==> src/rtl/restoring_divider_4bit.sv <==
// 4-bit unsigned restoring divider: one quotient bit per CALC cycle, a 3-state FSM,
// and a registered result with a divide-by-zero flag.

module addsub_4bit (
    input  logic [3:0] i_a,
    input  logic [3:0] i_b,
    input  logic       i_sub,
    output logic [3:0] o_sum,
    output logic       o_cout
);
    logic [3:0] w_b;
    logic [4:0] w_full;

    always_comb begin
        w_b    = i_b ^ {4{i_sub}};
        w_full = {1'b0, i_a} + {1'b0, w_b} + {4'b0, i_sub};
    end

    assign o_sum  = w_full[3:0];
    assign o_cout = w_full[4];
endmodule

module restoring_divider_4bit (
    input  logic       clk,
    input  logic       rst_n,
    input  logic       start,
    input  logic [3:0] dividend,
    input  logic [3:0] divisor,
    output logic [3:0] quotient,
    output logic [3:0] remainder,
    output logic       busy,
    output logic       done,
    output logic       div_by_zero
);
    typedef enum logic [1:0] {IDLE, CALC, DONE} state_t;

    state_t     r_state;
    state_t     w_next;
    logic [3:0] r_rem;
    logic [3:0] r_q;
    logic [3:0] r_d;
    logic [1:0] r_cnt;
    logic [3:0] w_rs;
    logic [3:0] w_diff;
    logic       w_cout;
    logic [3:0] w_rem_next;

    // R stays 4 bits wide: before the last shift it holds at most 3 dividend bits.
    assign w_rs = {r_rem[2:0], r_q[3]};

    addsub_4bit u_sub (
        .i_a    (w_rs),
        .i_b    (r_d),
        .i_sub  (1'b1),
        .o_sum  (w_diff),
        .o_cout (w_cout)
    );

    assign w_rem_next = w_cout ? w_diff : w_rs;

    always_ff @(posedge clk) begin
        if (!rst_n) r_state <= IDLE;
        else        r_state <= w_next;
    end

    always_comb begin
        w_next = r_state;
        busy   = 1'b0;
        done   = 1'b0;
        case (r_state)
            IDLE: begin
                if (start) w_next = (divisor == 4'd0) ? DONE : CALC;
            end
            CALC: begin
                busy = 1'b1;
                if (r_cnt == 2'd3) w_next = DONE;
            end
            DONE: begin
                busy   = 1'b1;
                done   = 1'b1;
                w_next = IDLE;
            end
            default: w_next = IDLE;
        endcase
    end

    always_ff @(posedge clk) begin
        if (!rst_n) begin
            r_rem       <= '0;
            r_q         <= '0;
            r_d         <= '0;
            r_cnt       <= '0;
            quotient    <= '0;
            remainder   <= '0;
            div_by_zero <= 1'b0;
        end else begin
            case (r_state)
                IDLE: begin
                    if (start) begin
                        if (divisor == 4'd0) begin
                            quotient    <= '1;
                            remainder   <= dividend;
                            div_by_zero <= 1'b1;
                        end else begin
                            r_rem <= '0;
                            r_q   <= dividend;
                            r_d   <= divisor;
                            r_cnt <= '0;
                        end
                    end
                end
                CALC: begin
                    r_rem <= w_rem_next;
                    r_q   <= {r_q[2:0], w_cout};
                    r_cnt <= r_cnt + 2'd1;
                    if (r_cnt == 2'd3) begin
                        quotient    <= {r_q[2:0], w_cout};
                        remainder   <= w_rem_next;
                        div_by_zero <= 1'b0;
                    end
                end
                default: ;
            endcase
        end
    end
endmodule

==> config.mk <==
export PLATFORM = sky130hd
export DESIGN_NAME = restoring_divider_4bit
export DESIGN_NICKNAME = d
export VERILOG_FILES = /design/src/rtl/restoring_divider_4bit.sv
export SDC_FILE = /design/constraint.sdc
export NUM_CORES = 1
export LEC_CHECK = 0
export CAP_MARGIN = 0
export CORE_UTILIZATION = 52
export DETAILED_ROUTE_END_ITERATION = 7
export PLACE_DENSITY = 0.76
export SETUP_SLACK_MARGIN = 0.15
export SKIP_CTS_REPAIR_TIMING = 1
export SYNTH_ARGS = -nofsm -noshare
export SYNTH_HDL_FRONTEND = slang
export SYNTH_SLANG_ARGS = --single-unit
==> constraint.sdc <==
create_clock -name clk -period 2.2 [get_ports clk]
set_input_delay 0.44 -clock clk [delete_from_list [all_inputs] [get_ports clk]]
set_output_delay 0.44 -clock clk [all_outputs]
set_load 0.01 [all_outputs]
==> Word level (Yosys, flattened, before mapping) <==
Index checks and enable logic that the tools add are counted.
W data, S select, Z words.
{ "classes": {"add_sub_neg": 3, "eq_ne": 7, "muxes": 28, "bitwise_logic": 2, "reduce_logical": 8} }
{ "ops": {"columns": ["operator", "count"], "rows": [
  ["$mux W4", 9],
  ["$pmux W4 S2", 3],
  ["$mux W2", 5],
  ["$ne A2 B2 Y1 const B", 4],
  ["$pmux W2 S2", 2],
  ["$mux W3", 2],
  ["$pmux W3 S2", 1],
  ["$reduce_and A3 Y1", 2],
  ["$add A4 B4 Y5", 1],
  ["$add A5 B1 Y5 const B", 1],
  ["$mux W1", 5],
  ["$eq A2 B2 Y1 const B", 2],
  ["$logic_not A4 Y1", 1],
  ["$not A4 Y4", 1],
  ["$reduce_and A4 Y1", 1],
  ["$add A2 B1 Y2 const B", 1],
  ["$eq A2 B1 Y1 const B", 1],
  ["$logic_not A2 Y1", 1],
  ["$pmux W1 S2", 1],
  ["$reduce_and A2 Y1", 1],
  ["$reduce_bool A2 Y1", 1],
  ["$reduce_or A2 Y1", 1],
  ["$not A1 Y1", 1]
]} }
{ "word_totals": {"regBits": 24, "input_bits": 11, "wordCells": 56} }

==> Logic depth before layout (Yosys ltp) <==
Gate-level depths: netlist of the first run.
{ "logic_depth": {"word_depth": 6, "ltp_mapped": 8} }

==> By module <==
A second synthesis of the first run with hierarchy kept.
{ "hier_totals": {"cells_unflattened": 155, "area_unflattened_um2": 1412.6} }
{ "modules_own_cells": {"columns": ["mod", "instances", "cells_each", "area_per_inst_um2", "seq_area_each_um2"], "rows": [
  ["restoring_divider_4bit", 1, 135, 1232.4, 480.5],
  ["addsub_4bit", 1, 20, 180.2, 0.0]
]} }

==> Worst setup path before layout of the first run <==
Ideal clock, no wire load.
{ "synth_path": {"path_kind": "input to register", "start": "in divisor[0]", "end": "reg quotient[0]", "setup_time_ns": 0.088, "arrival_ns": 1.831, "required_ns": 2.112, "path_slack_ns": 0.281, "cell_stages": 6, "path_buffers": 2, "cell_sequence": "or4_1 -> buf_2 -> o31ai_4 -> buf_6 -> nor2_2 -> a311oi_2"} }
{ "synth_between": {"elab_chain_len": 3} }
{ "synth_lines": {"columns": ["item", "line", "text"], "rows": [
  ["from (decl)", "28", "input logic [3:0] divisor,"],
  ["$logic_not A4 Y1", "100", "if (divisor == 4'd0) begin"],
  ["$ne A2 B2 Y1 (no source line)", null, null],
  ["$reduce_and A4 Y1 (no source line)", null, null],
  ["to (signal assigned)", "117", "quotient <= {r_q[2:0], w_cout};"],
  ["to (decl)", "29", "output logic [3:0] quotient,"]
]} }
Every way passes these cells.
A chain may end at the register's enable or synchronous reset.

==> Worst setup path in the final report of the first run <==
{ "layout_path": {"start": "reg r_q[3]", "end": "reg r_rem[0]"} }
{ "layout_between": {"elab_chain_len": 4} }
{ "layout_lines": {"columns": ["item", "line", "text"], "rows": [
  ["from (decl)", "40", "logic [3:0] r_q;"],
  ["from (signal assigned)", "106", "r_q <= dividend;"],
  ["from (signal assigned)", "114", "r_q <= {r_q[2:0], w_cout};"],
  ["$add A4 B4 Y5", "16", "w_full = {1'b0, i_a} + {1'b0, w_b} + {4'b0, i_sub};"],
  ["$add A5 B1 Y5", "16", null],
  ["$mux W4 *", "59", "assign w_rem_next = w_cout ? w_diff : w_rs;"],
  ["$pmux W3 S2 *", "97", "case (r_state)"],
  ["to (signal assigned)", "113", "r_rem <= w_rem_next;"],
  ["to (decl)", "39", "logic [3:0] r_rem;"]
]} }
Mark *: on every way between the ends. The rest lies on a longest branch, timed or not.

==> results.md, run 1 <==
| Metric | Value |
|---|---|
| Post-route design area | 1730 um^2 |
| Power density over cell area | 682 nW/um^2 |
| Quantity of I/O buffers inserted on ports | 21 |
| Worst hold path class | flip-flop to flip-flop |
| Placed instance area | 1640 um^2 |
| Die height | 52.3 um |
| First-pass GRT wire length | 5.38 mm |
| Status | finished clean |
| Buffer depth of the longest clock path | 2 |
| Hpwl dp | 2.34 mm |
| Core footprint | 2300 um^2 |
| Total CTS buffers | 3 |
| Clock Pin Slew Worst Setup and Hold Paths | 0.14 ns |
| Leak Pwr | 0.672 nW |
| Portion of the post-synthesis area used by sequential elements | 36.6% |
| GRT Overall Usage | 26.8% |
| Top cells by area in the synthesized netlist | dfxtp_1, ha_1, a21oi_1 |
| Max-cap check violation count | 0 |
| Warning count from the yosys run | 0 |
| FFs w/ async S/R, synth | 0% |
| Gate count after technology mapping | 156 |
| Filler-free cell count of the finished design | 217 |
| Setup WS post-layout | 0.250 ns |
| Maximum number of pins on one net before global-route repair | 16 |
| Residual overflow from global routing | 0 |
| Clock tree skew after final layout | 0.00969 ns |
| Hold WS | 0.472 ns |
| Antenna violations before repair | 0 |
| Netlist Area Pre-Place | 1310 um^2 |
| Critical path capture point type | flip-flop |
| Number of vias after detailed routing | 1249 |
| Max stage delay cell, worst path | fa_2 |
| RSZ-0062 raised after global routing | yes |
| H-tree Lvls | 1 |
| Dpl ws | -0.145 ns |
| Final sum of negative setup slack | 0 ns |
| Number of nets in the synthesized netlist | 176 |
| Share of post-route cells with drive strength above 1 | 16.4% |
| Hold Vio Cnt, Final | 0 |
| Root buffer cell | clkbuf_4 |
| Share of the cycle needed by the critical path after routing | 88.7% |
| Starting DRT DRC Count | 28 |
| DR DRC count | 0 |
| TritonCTS clock tree | done |
| Ant diodes | 0 |
| Worst voltage drop across the vdd grid | 0.750 mV |
| Net count reported at finish | 210 |
| Floorplan row count | 17 |
| Placed cells | 211 |
| Area growth from synthesis to final layout | 32.0% |
| Die Span X | 52.3 um |
| Fmax | 513 MHz |
| Setup-failing EPs final | 0 |
| Number of global-route vias before repair | 1180 |
| Detailed-routing iteration count for the pre-antenna-repair pass | 4 |
| Worst path max stage delay | 0.38 ns |
| Clock period minus worst slack | 1.95 ns |
| Tightest Pin Transition | 0.507 ns |
| Cell variety after synth | 42 |
| Post-Route WL | 3.24 mm |
| Req. time, crit path | 2.46 ns |
| Synthesis-stage register bit count | 24 |
| Clk sinks | 24 |
| Startpoint types | flip-flop |
| Area fraction of the dominant cell type after synthesis | 36.6% |
| Remaining number of nets flagged by the antenna check after routing | 0 |
| Initial standard-cell utilization of the core | 57.2% |
| Number of top-level pins | 22 |
| Vias per cell | 5.76 |
| Most common library cells after synthesis | dfxtp_1, a21oi_1, nand2_1, nor2_1, o21ai_0 |
| Avg WL per Cell | 14.9 um |
| Worst-Skew Late Latency | 0.33 ns |
| Total die area | 2730 um^2 |
| CP max FO | 3 |
| Leading cell type by number of instances after synthesis | dfxtp_1 |
| Dominant synthesized flop cell | dfxtp_1 |
| Cell type contributing the most total cell area after synthesis | dfxtp_1 |
| Worst setup path class | flip-flop to flip-flop |
| Max-slew headroom | 65.9% |
| Mean instance size in the synthesized netlist | 8.42 um^2 |
| CP Data Arrival Time | 2.21 ns |
| Number of slew-limit violations in the final report | 0 |
| EDFF count, synth | 0 |
| Cell-by-cell trace of the critical path | inv_1, ha_1, inv_1, fa_2, a21o_1, a21o_1, a211o_1, o31ai_2 |
| Final GP Congestion | 0.833 |
==> power by group <==
part / total, W / internal, W / switching, W
Sequential: 0.000490 / 0.000468 / 0.0000221
Combinational: 0.000365 / 0.000171 / 0.000194
Clock: 0.000328 / 0.000184 / 0.000143
Total: 0.00118 / 0.000823 / 0.000360
==> per-layer routing <==
layer / vias up / global-route usage [%] / routed length (um) / share of wire, %
met5: - / 0 / 0 / 0
met4: 0 / 3.95 / 25 / 0.77
met3: 4 / 6.09 / 136 / 4.2
met2: 31 / 45.5 / 1580 / 49
met1: 580 / 35.0 / 1500 / 46
li1: 634 / - / - / -
==> state kept, by name, summed over array words and instances (netlist names) <==
register and count:
remainder 4, r_state 2, r_d 4, r_rem 3, r_q 4, quotient 4
div_by_zero 1, r_cnt 2
==> cell families (layout without fill, tap and decap cells) <==
kind of cell,count (synthesis),count (layout),synth area share [%]
compound gates,55,55,27.6
xor+xnor,1,1,0.667
fa+ha+maj,9,9,9.14
simple gates,44,44,16.8
mux,4,4,3.05
flops,24,24,36.6
buf+inv,19,52,6.19
==> worst paths after layout <==
kind	from	endpoint	slack, ns	cells past startpoint
setup reg to reg	r_q[3]	r_rem[0]	0.25	8
setup / recovery	r_q[3]	r_rem[0]	0.25	8
hold / removal	r_cnt[1]	r_cnt[1]	0.47	2
hold reg to reg	r_cnt[1]	r_cnt[1]	0.47	2
==> final cells by class <==
cell class | instances | area, um^2
clock inverter | 1 | 30.0
fill | 185 | 563
tap | 28 | 35.0
multi-input combinational | 113 | 776
timing repair buffer | 37 | 345
sequential | 24 | 484
clock buffer | 3 | 22.5
inverter | 11 | 41.3
==> placed cells by master (no fill, tap or decap), types with 3 or more instances in the layout <==
cell / instances
a211oi_1: 5
nand2_1: 11
dfxtp_1: 21
clkdlybuf4s50_1: 20
mux2i_1: 4
o21ai_0: 10
buf_4: 15
nand2b_1: 3
inv_1: 10
clkbuf_4: 3
nor2_1: 11
a21oi_1: 19
ha_1: 8
a31oi_1: 3
dfxtp_2: 3
nand3_1: 5
==> worst max-delay path: cells and delay by family, from the launching register on <==
| family | cells | cell delay (ns) |
|---|---|---|
| buffers and inverters | 2 | 0.13 |
| AOI/OAI and AO/OA | 4 | 0.87 |
| adders and majority gates | 2 | 0.53 |
| DFF | 1 | 0.36 |
==> metrics by stage <==
stage / util, % / power, W
2_1_floorplan: - / 0.000713
3_3_place_gp: 71.2 / 0.000826
3_5_place_dp: 71.2 / 0.000835
4_1_cts: 73.5 / 0.00116
5_1_grt: 75.5 / 0.00124
6_report: 75.5 / 0.00118
(Power assumes the default switching activity.)
==> run 2: changes to the inputs <==
--- a/config.mk
+++ b/config.mk
@@ -6,11 +6,12 @@
 export NUM_CORES = 1
 export LEC_CHECK = 0
 export CAP_MARGIN = 0
-export CORE_UTILIZATION = 52
+export CORE_UTILIZATION = 50
 export DETAILED_ROUTE_END_ITERATION = 7
-export PLACE_DENSITY = 0.76
+export PLACE_DENSITY = 0.74
 export SETUP_SLACK_MARGIN = 0.15
 export SKIP_CTS_REPAIR_TIMING = 1
+export SKIP_LAST_GASP = 1
 export SYNTH_ARGS = -nofsm -noshare
 export SYNTH_HDL_FRONTEND = slang
 export SYNTH_SLANG_ARGS = --single-unit
==> results.md, run 2 (synthesis results as in run 1) <==
| Metric | Value |
|---|---|
| Status | finished clean |
| Hold Vio Cnt, Final | 0 |
| Number of slew-limit violations in the final report | 0 |
| CP max FO | 3 |
| Hpwl dp | 2.40 mm |
| Power density over cell area | 681 nW/um^2 |
| Tightest Pin Transition | 0.475 ns |
| Die Span X | 53.3 um |
| Max-slew headroom | 68.1% |
| Residual overflow from global routing | 0 |
| Core footprint | 2480 um^2 |
| Critical path capture point type | flip-flop |
| Number of global-route vias before repair | 1174 |
| Startpoint types | flip-flop |
| Most common cell after layout, fill and taps aside | dfxtp_1 |
| Placed instance area | 1620 um^2 |
| Clock Pin Slew Worst Setup and Hold Paths | 0.14 ns |
| Floorplan row count | 18 |
| Antenna violations before repair | 0 |
| Setup WS post-layout | 0.173 ns |
| Tot Pwr | 0.00116 W |
| Area growth from synthesis to final layout | 30.0% |
| Total CTS buffers | 3 |
| Worst setup path class | flip-flop to flip-flop |
| Dpl ws | -0.250 ns |
| Net count reported at finish | 209 |
| Hold WS | 0.469 ns |
| Clock tree skew after final layout | 0.0106 ns |
| Multi-input logic area | 764 um^2 |
| Leak Pwr | 0.664 nW |
| Initial standard-cell utilization of the core | 53.0% |
| Buffer depth of the longest clock path | 2 |
| Avg WL per Cell | 14.4 um |
| Net switching power | 0.000346 W |
| Fmax | 493 MHz |
| H-tree Lvls | 1 |
| Starting DRT DRC Count | 25 |
| Vias per cell | 5.79 |
| Worst-Skew Late Latency | 0.32 ns |
| Fill cells | 212 |
| Root buffer cell | clkbuf_4 |
| Remaining number of nets flagged by the antenna check after routing | 0 |
| RSZ-0062 raised after global routing | yes |
| Clk sinks | 24 |
| Post-Route WL | 3.15 mm |
| Internal power of the cells | 0.000816 W |
| Power share of the combinational group | 30.4% |
| Total die area | 2840 um^2 |
| Clock period minus worst slack | 2.03 ns |
| Fraction of power consumed by the clock network | 27.5% |
| Max-cap check violation count | 0 |
| Req. time, crit path | 2.44 ns |
| Die height | 53.3 um |
| Sequential standard cell area | 483 um^2 |
| Share of the cycle needed by the critical path after routing | 92.2% |
| Maximum number of pins on one net before global-route repair | 16 |
| Quantity of I/O buffers inserted on ports | 21 |
| Setup-failing EPs final | 0 |
| First-pass GRT wire length | 5.09 mm |
| GRT Overall Usage | 24.7% |
| TritonCTS clock tree | done |
| Post-route design area | 1710 um^2 |
| CP Data Arrival Time | 2.26 ns |
| Net switching fraction of the power | 29.8% |
| Number of vias after detailed routing | 1263 |
| Share of post-route cells with drive strength above 1 | 14.4% |
| Share of total power in sequential cells | 42.0% |
| Worst voltage drop across the vdd grid | 0.457 mV |
| Detailed-routing iteration count for the pre-antenna-repair pass | 4 |
| Share of the core filled with cells in the final layout | 68.9% |
| Leading cell types in the layout, fill and taps excluded | dfxtp_1, clkdlybuf4s50_1, a21oi_1 |
| Final GP Congestion | 0.815 |
| Ant diodes | 0 |
| DR DRC count | 0 |
| Number of top-level pins | 22 |
| Worst hold path class | flip-flop to flip-flop |
-- run 2: cell types whose count changed in the layout (fill, tap and decap cells not counted) --
cell	delta
a2bb2oi_1	+1
a2bb2oi_2	-1
buf_12	-1
buf_4	-1
buf_6	+1
dfxtp_1	+1
dfxtp_2	-1
o21ai_0	+1
o21ai_1	-1
o31ai_1	+1
o31ai_2	-1
-- run 2: power by group through the flow --
| stage | logic [W] | clock network, W | registers [W] |
|---|---|---|---|
| after floorplan | 0.000219 | 0 | 0.000493 |
| after global placement | 0.000328 | 0 | 0.000495 |
| after detailed placement | 0.000338 | 0 | 0.000497 |
| after CTS | 0.000342 | 0.000324 | 0.000487 |
| after global routing | 0.000389 | 0.000337 | 0.000493 |
| final | 0.000354 | 0.000320 | 0.000488 |
-- run 2: metrics by stage --
step                std cells  TNS (ns)
finish                    218         0
global route              218         0
CTS                       216         0
detailed placement        212     -1.70
global placement          212     -1.08
floorplan                 156         0
-- run 2: routing by layer --
layer | track usage (%) | vias to the layer above | part of all wire, %
li1 | - | 629 | -
met1 | 28.8 | 591 | 44
met2 | 43.1 | 35 | 51
met3 | 4.02 | 8 | 4.1
met4 | 11.4 | 0 | 1.3
met5 | 0 | - | 0
-- run 2: path summary, 6_finish.rpt --
check / startpoint / end / slack [ns] / cells past startpoint
setup / recovery: r_q[3] / r_rem[0] / 0.17 / 8
hold / removal: r_cnt[1] / r_cnt[1] / 0.47 / 2
setup reg to reg: r_q[3] / r_rem[0] / 0.17 / 8
hold reg to reg: r_cnt[1] / r_cnt[1] / 0.47 / 2
-- run 2: cell type report --
cell class | count | share of cell area (%)
Clock inverter | 1 | 1.76
Sequential cell | 24 | 28.3
Tap cell | 30 | 2.20
Multi-Input combinational cell | 113 | 44.8
Timing Repair Buffer | 36 | 19.3
Inverter | 11 | 2.42
Clock buffer | 3 | 1.32
-- run 2: worst max-delay path: stages, from the launching register on --
cell and delay, ns:
dfxtp_2 0.36, inv_1 0.05, ha_1 0.16, inv_1 0.08, fa_2 0.37, a21o_1 0.20
a21o_1 0.21, a211o_1 0.29, o31ai_1 0.22
==> run 3: changes to the inputs <==
==> constraint.sdc (replaced) <==
create_clock -name clk -period 2.2 [get_ports clk]
set_input_delay 0.44 -clock clk [delete_from_list [all_inputs] [get_ports clk]]
set_output_delay 0.44 -clock clk [all_outputs]
set_load 0.005 [all_outputs]
==> results.md, run 3 (synthesis results as in run 1) <==
| Metric | Value |
|---|---|
| Hpwl dp | 2.40 mm |
| DR DRC count | 0 |
| Register-to-register setup slack | 0.16 ns |
| Final GP Congestion | 0.815 |
| First-pass GRT wire length | 5.09 mm |
| Placed cells | 212 |
| Worst setup path class | flip-flop to flip-flop |
| Number of slew-limit violations in the final report | 0 |
| Die Span X | 53.3 um |
| RSZ-0062 raised after global routing | yes |
| Total die area | 2840 um^2 |
| Buffer depth of the longest clock path | 2 |
| Max-cap check violation count | 0 |
| Power density over cell area | 679 nW/um^2 |
| Setup-failing EPs final | 0 |
| Initial standard-cell utilization of the core | 53.0% |
| Number of global-route vias before repair | 1174 |
| Total CTS buffers | 3 |
| Tightest Pin Transition | 0.474 ns |
| Clk sinks | 24 |
| Leading cell types in the layout, fill and taps excluded | dfxtp_1, clkdlybuf4s50_1, a21oi_1 |
| Max stage delay cell, worst path | fa_2 |
| Worst voltage drop across the vdd grid | 0.453 mV |
| Floorplan row count | 18 |
| GRT Overall Usage | 24.7% |
| Critical Path Sink | r_rem[0] |
| Clock Pin Slew Worst Setup and Hold Paths | 0.14 ns |
| Critical path capture point type | flip-flop |
| Die height | 53.3 um |
| Placed instance area | 1620 um^2 |
| Status | finished clean |
| Share of post-route cells with drive strength above 1 | 14.4% |
| Maximum number of pins on one net before global-route repair | 16 |
| Avg WL per Cell | 14.4 um |
| Hold WS | 0.469 ns |
| Area growth from synthesis to final layout | 29.8% |
| Number of vias after detailed routing | 1269 |
| Leak Pwr | 0.650 nW |
| Quantity of I/O buffers inserted on ports | 21 |
| Starting DRT DRC Count | 26 |
| Root buffer cell | clkbuf_4 |
| Share of the core filled with cells in the final layout | 68.8% |
| Max-slew headroom | 68.1% |
| Cell-by-cell trace of the critical path | inv_1, ha_1, inv_1, fa_2, a21o_1, a21o_1, a211o_1, o31ai_1 |
| Req. time, crit path | 2.43 ns |
| CP max FO | 3 |
| Ant diodes | 0 |
| Clock period minus worst slack | 2.04 ns |
| Dpl ws | -0.250 ns |
| Clock tree skew after final layout | 0.0132 ns |
| Net count reported at finish | 209 |
| Detailed-routing iteration count for the pre-antenna-repair pass | 4 |
| Remaining number of nets flagged by the antenna check after routing | 0 |
| Worst Reg2Reg Path Length in Cells | 8 |
| Post-Route WL | 3.14 mm |
| TritonCTS clock tree | done |
| Core footprint | 2480 um^2 |
| Vias per cell | 5.82 |
| Post-route design area | 1710 um^2 |
| CP Data Arrival Time | 2.27 ns |
| Startpoint types | flip-flop |
| H-tree Lvls | 1 |
| Setup WS post-layout | 0.156 ns |
| Fmax | 489 MHz |
| Capturing point of the worst reg2reg path | r_rem[0] |
| Share of the cycle needed by the critical path after routing | 92.9% |
| Worst path max stage delay | 0.37 ns |
| Residual overflow from global routing | 0 |
| Most common cell after layout, fill and taps aside | dfxtp_1 |
| Worst hold path class | flip-flop to flip-flop |
| R2r startpoint | r_q[3] |
| Hold Vio Cnt, Final | 0 |
| CP startpoint | r_q[3] |
| Worst-Skew Late Latency | 0.32 ns |
| Antenna violations before repair | 0 |
| Filler-free cell count of the finished design | 218 |
| Number of top-level pins | 22 |
==> run 3: layer usage <==
layer / wire length, um / up-vias / global-route usage (%) / share of wire [%]
li1: - / 630 / - / -
met3: 161 / 9 / 4.02 / 5.1
met5: 0 / - / 0 / 0
met2: 1560 / 38 / 43.1 / 50
met4: 71 / 0 / 11.4 / 2.3
met1: 1350 / 592 / 28.8 / 43
==> run 3: worst max-delay path: cells and delay by family (launching register included) <==
| kind | cells | cell delay (ns) |
|---|---|---|
| DFF | 1 | 0.36 |
| AOI/OAI and AO/OA | 4 | 0.93 |
| adders and majority gates | 2 | 0.53 |
| buffers and inverters | 2 | 0.13 |
==> run 3: how the worst min path moves through the flow <==
| stage | from | to | slack, ns | depth (start not counted) |
|---|---|---|---|---|
| after detailed placement | r_cnt[1] | r_cnt[1] | 0.45 | 2 |
| after floorplan | r_cnt[1] | r_cnt[1] | 0.44 | 2 |
| after CTS | r_cnt[1] | r_cnt[1] | 0.47 | 2 |
| final | r_cnt[1] | r_cnt[1] | 0.47 | 2 |
| after global placement | r_cnt[1] | r_cnt[1] | 0.44 | 2 |
| after global routing | r_cnt[1] | r_cnt[1] | 0.48 | 2 |
==> run 3: through the flow <==
stage	setup TNS, ns	power, W
4_1_cts	0	0.00115
2_1_floorplan	0	0.000706
3_5_place_dp	-1.70	0.000830
6_report	0	0.00116
5_1_grt	0	0.00122
3_3_place_gp	-1.08	0.000818
==> run 3: power by group <==
group          internal, W  leakage (nW)  switching, W  total (W)
clock network     0.000184        0.0279      0.000135   0.000319
registers         0.000467         0.196     0.0000210   0.000488
logic             0.000166         0.426      0.000185   0.000351
==> run 3: layout make-up <==
type                            instances  area, um^2
Tap cell                               30        37.5
Sequential cell                        24         483
Fill cell                             212         772
Inverter                               11        41.3
Clock inverter                          1        30.0
Multi-Input combinational cell        113         764
Timing Repair Buffer                   36         327
Clock buffer                            3        22.5
==> edit: new RTL, flow settings as in run 1 <==
The 3 states of `state_t` get a one-hot encoding in 3 bits.
--- a/src/rtl/restoring_divider_4bit.sv
+++ b/src/rtl/restoring_divider_4bit.sv
@@ -33,5 +33,5 @@
     output logic       div_by_zero
 );
-    typedef enum logic [1:0] {IDLE, CALC, DONE} state_t;
+    typedef enum logic [2:0] {IDLE = 3'b001, CALC = 3'b010, DONE = 3'b100} state_t;
 
     state_t     r_state;
Behaviour: no difference found for any inputs over 10 cycles, from zero or initial values and one cycle with rst_n low; not proved beyond that.
==> edit against run 1 <==
  * Routed wire length fell by 9.8%
  * Utilization fell by 2.3 points
  * Sequential cell count rose by 1
  * Global-route usage fell by 1.3 points
  * Via count fell by 5.3%
  * Worst setup slack improved by 0.029 ns
  * Combinational power fell by 40%
  * Synthesized area fell by 0.76%
  * Total power fell by 21%
  * Die area fell by 0.74%
  * Design area fell by 3.0%
  * Clock skew fell by 0.0022 ns
  * Critical path type unchanged
  * Largest power group unchanged
==> edit: results (changes against run 1) <==
routability cong.=0.838 (was 0.833); WL final=2.93 mm (was 3.24 mm); Arrival @ worst endpoint=2.21 ns (about the same); DP Wirelength=2.22 mm (was 2.34 mm); first-pass GRT wire length=5.09 mm (was 5.38 mm); leakage power=0.708 nW (was 0.672 nW); vias=1183 (was 1249); clock skew=0.00754 ns (was 0.00969 ns); largest net degree at the start of global routing=26 (was 16); nets@finish=194 (was 210); port bufs=21 (unchanged); Hold Path Class=reg -> reg (unchanged); CTS buffer count=3 (unchanged); most frequent cells after synthesis=25 x dfxtp_1, 22 x nand2_1, 8 x a21oi_1 (was 24 x dfxtp_1, 19 x a21oi_1, 11 x nand2_1, 11 x nor2_1, 11 x o21ai_0); synthesized instance count=140 (was 156); H-Tree Depth=1 (unchanged); Syn Nets=157 (was 176); layout cell share with drive strength beyond 1=22.7% (was 16.4%); post-synthesis sequential area ratio=38.4% (was 36.6%); peak supply drop=0.000472 V (was 0.000750 V); asr flop ratio synth=0% (unchanged); most common cell in the netlist=dfxtp_1 (unchanged); relative slew slack=55.7% (was 65.9%); clock tree root driver cell=clkbuf_4 (unchanged); CP peak stage delay=0.41 ns (was 0.38 ns); CTS max path bufs=2 (unchanged); dpl cells=200 (was 211); synth unique cells=40 (was 42); Top delay family on crit path=adder cells (was compound AO/OA/AOI/OAI gates); Worst path slowest cell=fa_1 (was fa_2); Clock Latency Late Sink=0.33 ns (about the same); Via density=5.80 (was 5.76); ant diodes=0 (unchanged); First-pass DRT Iterations=4 (unchanged); Ys Warns=0 (unchanged); synth top area cells=dfxtp_1 38%, nand2_1 6.3%, o221a_2 5.2% (was dfxtp_1 37%, ha_1 7.6%, a21oi_1 7.2%); clock-pin slew on the worst setup and hold paths=0.15 ns; initial antenna violation count=0 (unchanged); status=finished clean (unchanged); Starting DRT DRC Count=10 (was 28); Worst Path Max Fanout=8 (was 3); Overall Global Routing Usage=25.5% (was 26.8%)
edit: cell types whose count changed after synthesis, moves of 4 or more:
cell and delta:
o221a_2 +6, o21ai_0 -5, nor2_1 -9, a21oi_1 -11, nand2_1 +11, a21boi_0 +6
mux2i_1 -4, a211oi_1 -4
edit: cells by family (layout without fill, tap and decap cells):
family / after synthesis / in the layout / share of synthesized area, %
AO/OA/AOI/OAI: 44 / 44 / 27.0
flip-flops: 25 / 25 / 38.4
buffers and inverters: 12 / 48 / 4.70
AND/OR/NAND/NOR: 52 / 52 / 22.9
XOR/XNOR: 1 / 1 / 0.672
adder cells (fa/ha/maj): 6 / 6 / 6.33
edit: stage by stage:
stage               utilization, %  cell area, sq um  worst slack [ns]
global route                  73.2              1680             0.158
global placement              71.1              1630           -0.0122
detailed placement            71.1              1630           -0.0573
floorplan                        -              1300             0.451
finish                        73.2              1680             0.278
CTS                           72.4              1660            -0.161
edit: area by class of cell:
class	instances	area [sq um]
flip-flops and latches	25	508
well taps	28	35.0
clock inverters	1	7.51
fillers	188	616
repair buffers	37	335
clock buffers	3	22.5
inverters	7	26.3
multi-input cells	103	747
edit: layer usage:
| layer | vias up | GRT usage [%] | routed length, microns |
|---|---|---|---|
| li1 | 588 | - | - |
| met5 | - | 0 | 0 |
| met4 | 0 | 14.0 | 39 |
| met3 | 4 | 3.22 | 91 |
| met2 | 21 | 42.9 | 1440 |
| met1 | 570 | 30.9 | 1360 |
edit: where the power goes:
part           leakage (nW)  internal (mW)  switching (mW)  total [mW]
clock                0.0139         0.0697           0.150       0.219
combinational         0.489          0.109           0.109       0.218
sequential            0.205          0.477          0.0203       0.497
total                 0.708          0.656           0.279       0.935
edit: final timing paths:
kind / startpoint / end / slack [ns] / depth (start not counted)
min: r_d[1] / r_d[1] / 0.48 / 2
max: r_q[3] / remainder[0] / 0.28 / 8
max reg2reg: r_q[3] / remainder[0] / 0.28 / 8
min reg2reg: r_d[1] / r_d[1] / 0.48 / 2
edit: worst reg2reg max path, stage by stage (launching register included):
cell and delay (ns):
dfxtp_1 0.33, inv_1 0.08, ha_1 0.18, inv_1 0.06, fa_1 0.41, nand3_2 0.16
nand2_1 0.10, a211oi_1 0.33, o221a_2 0.24
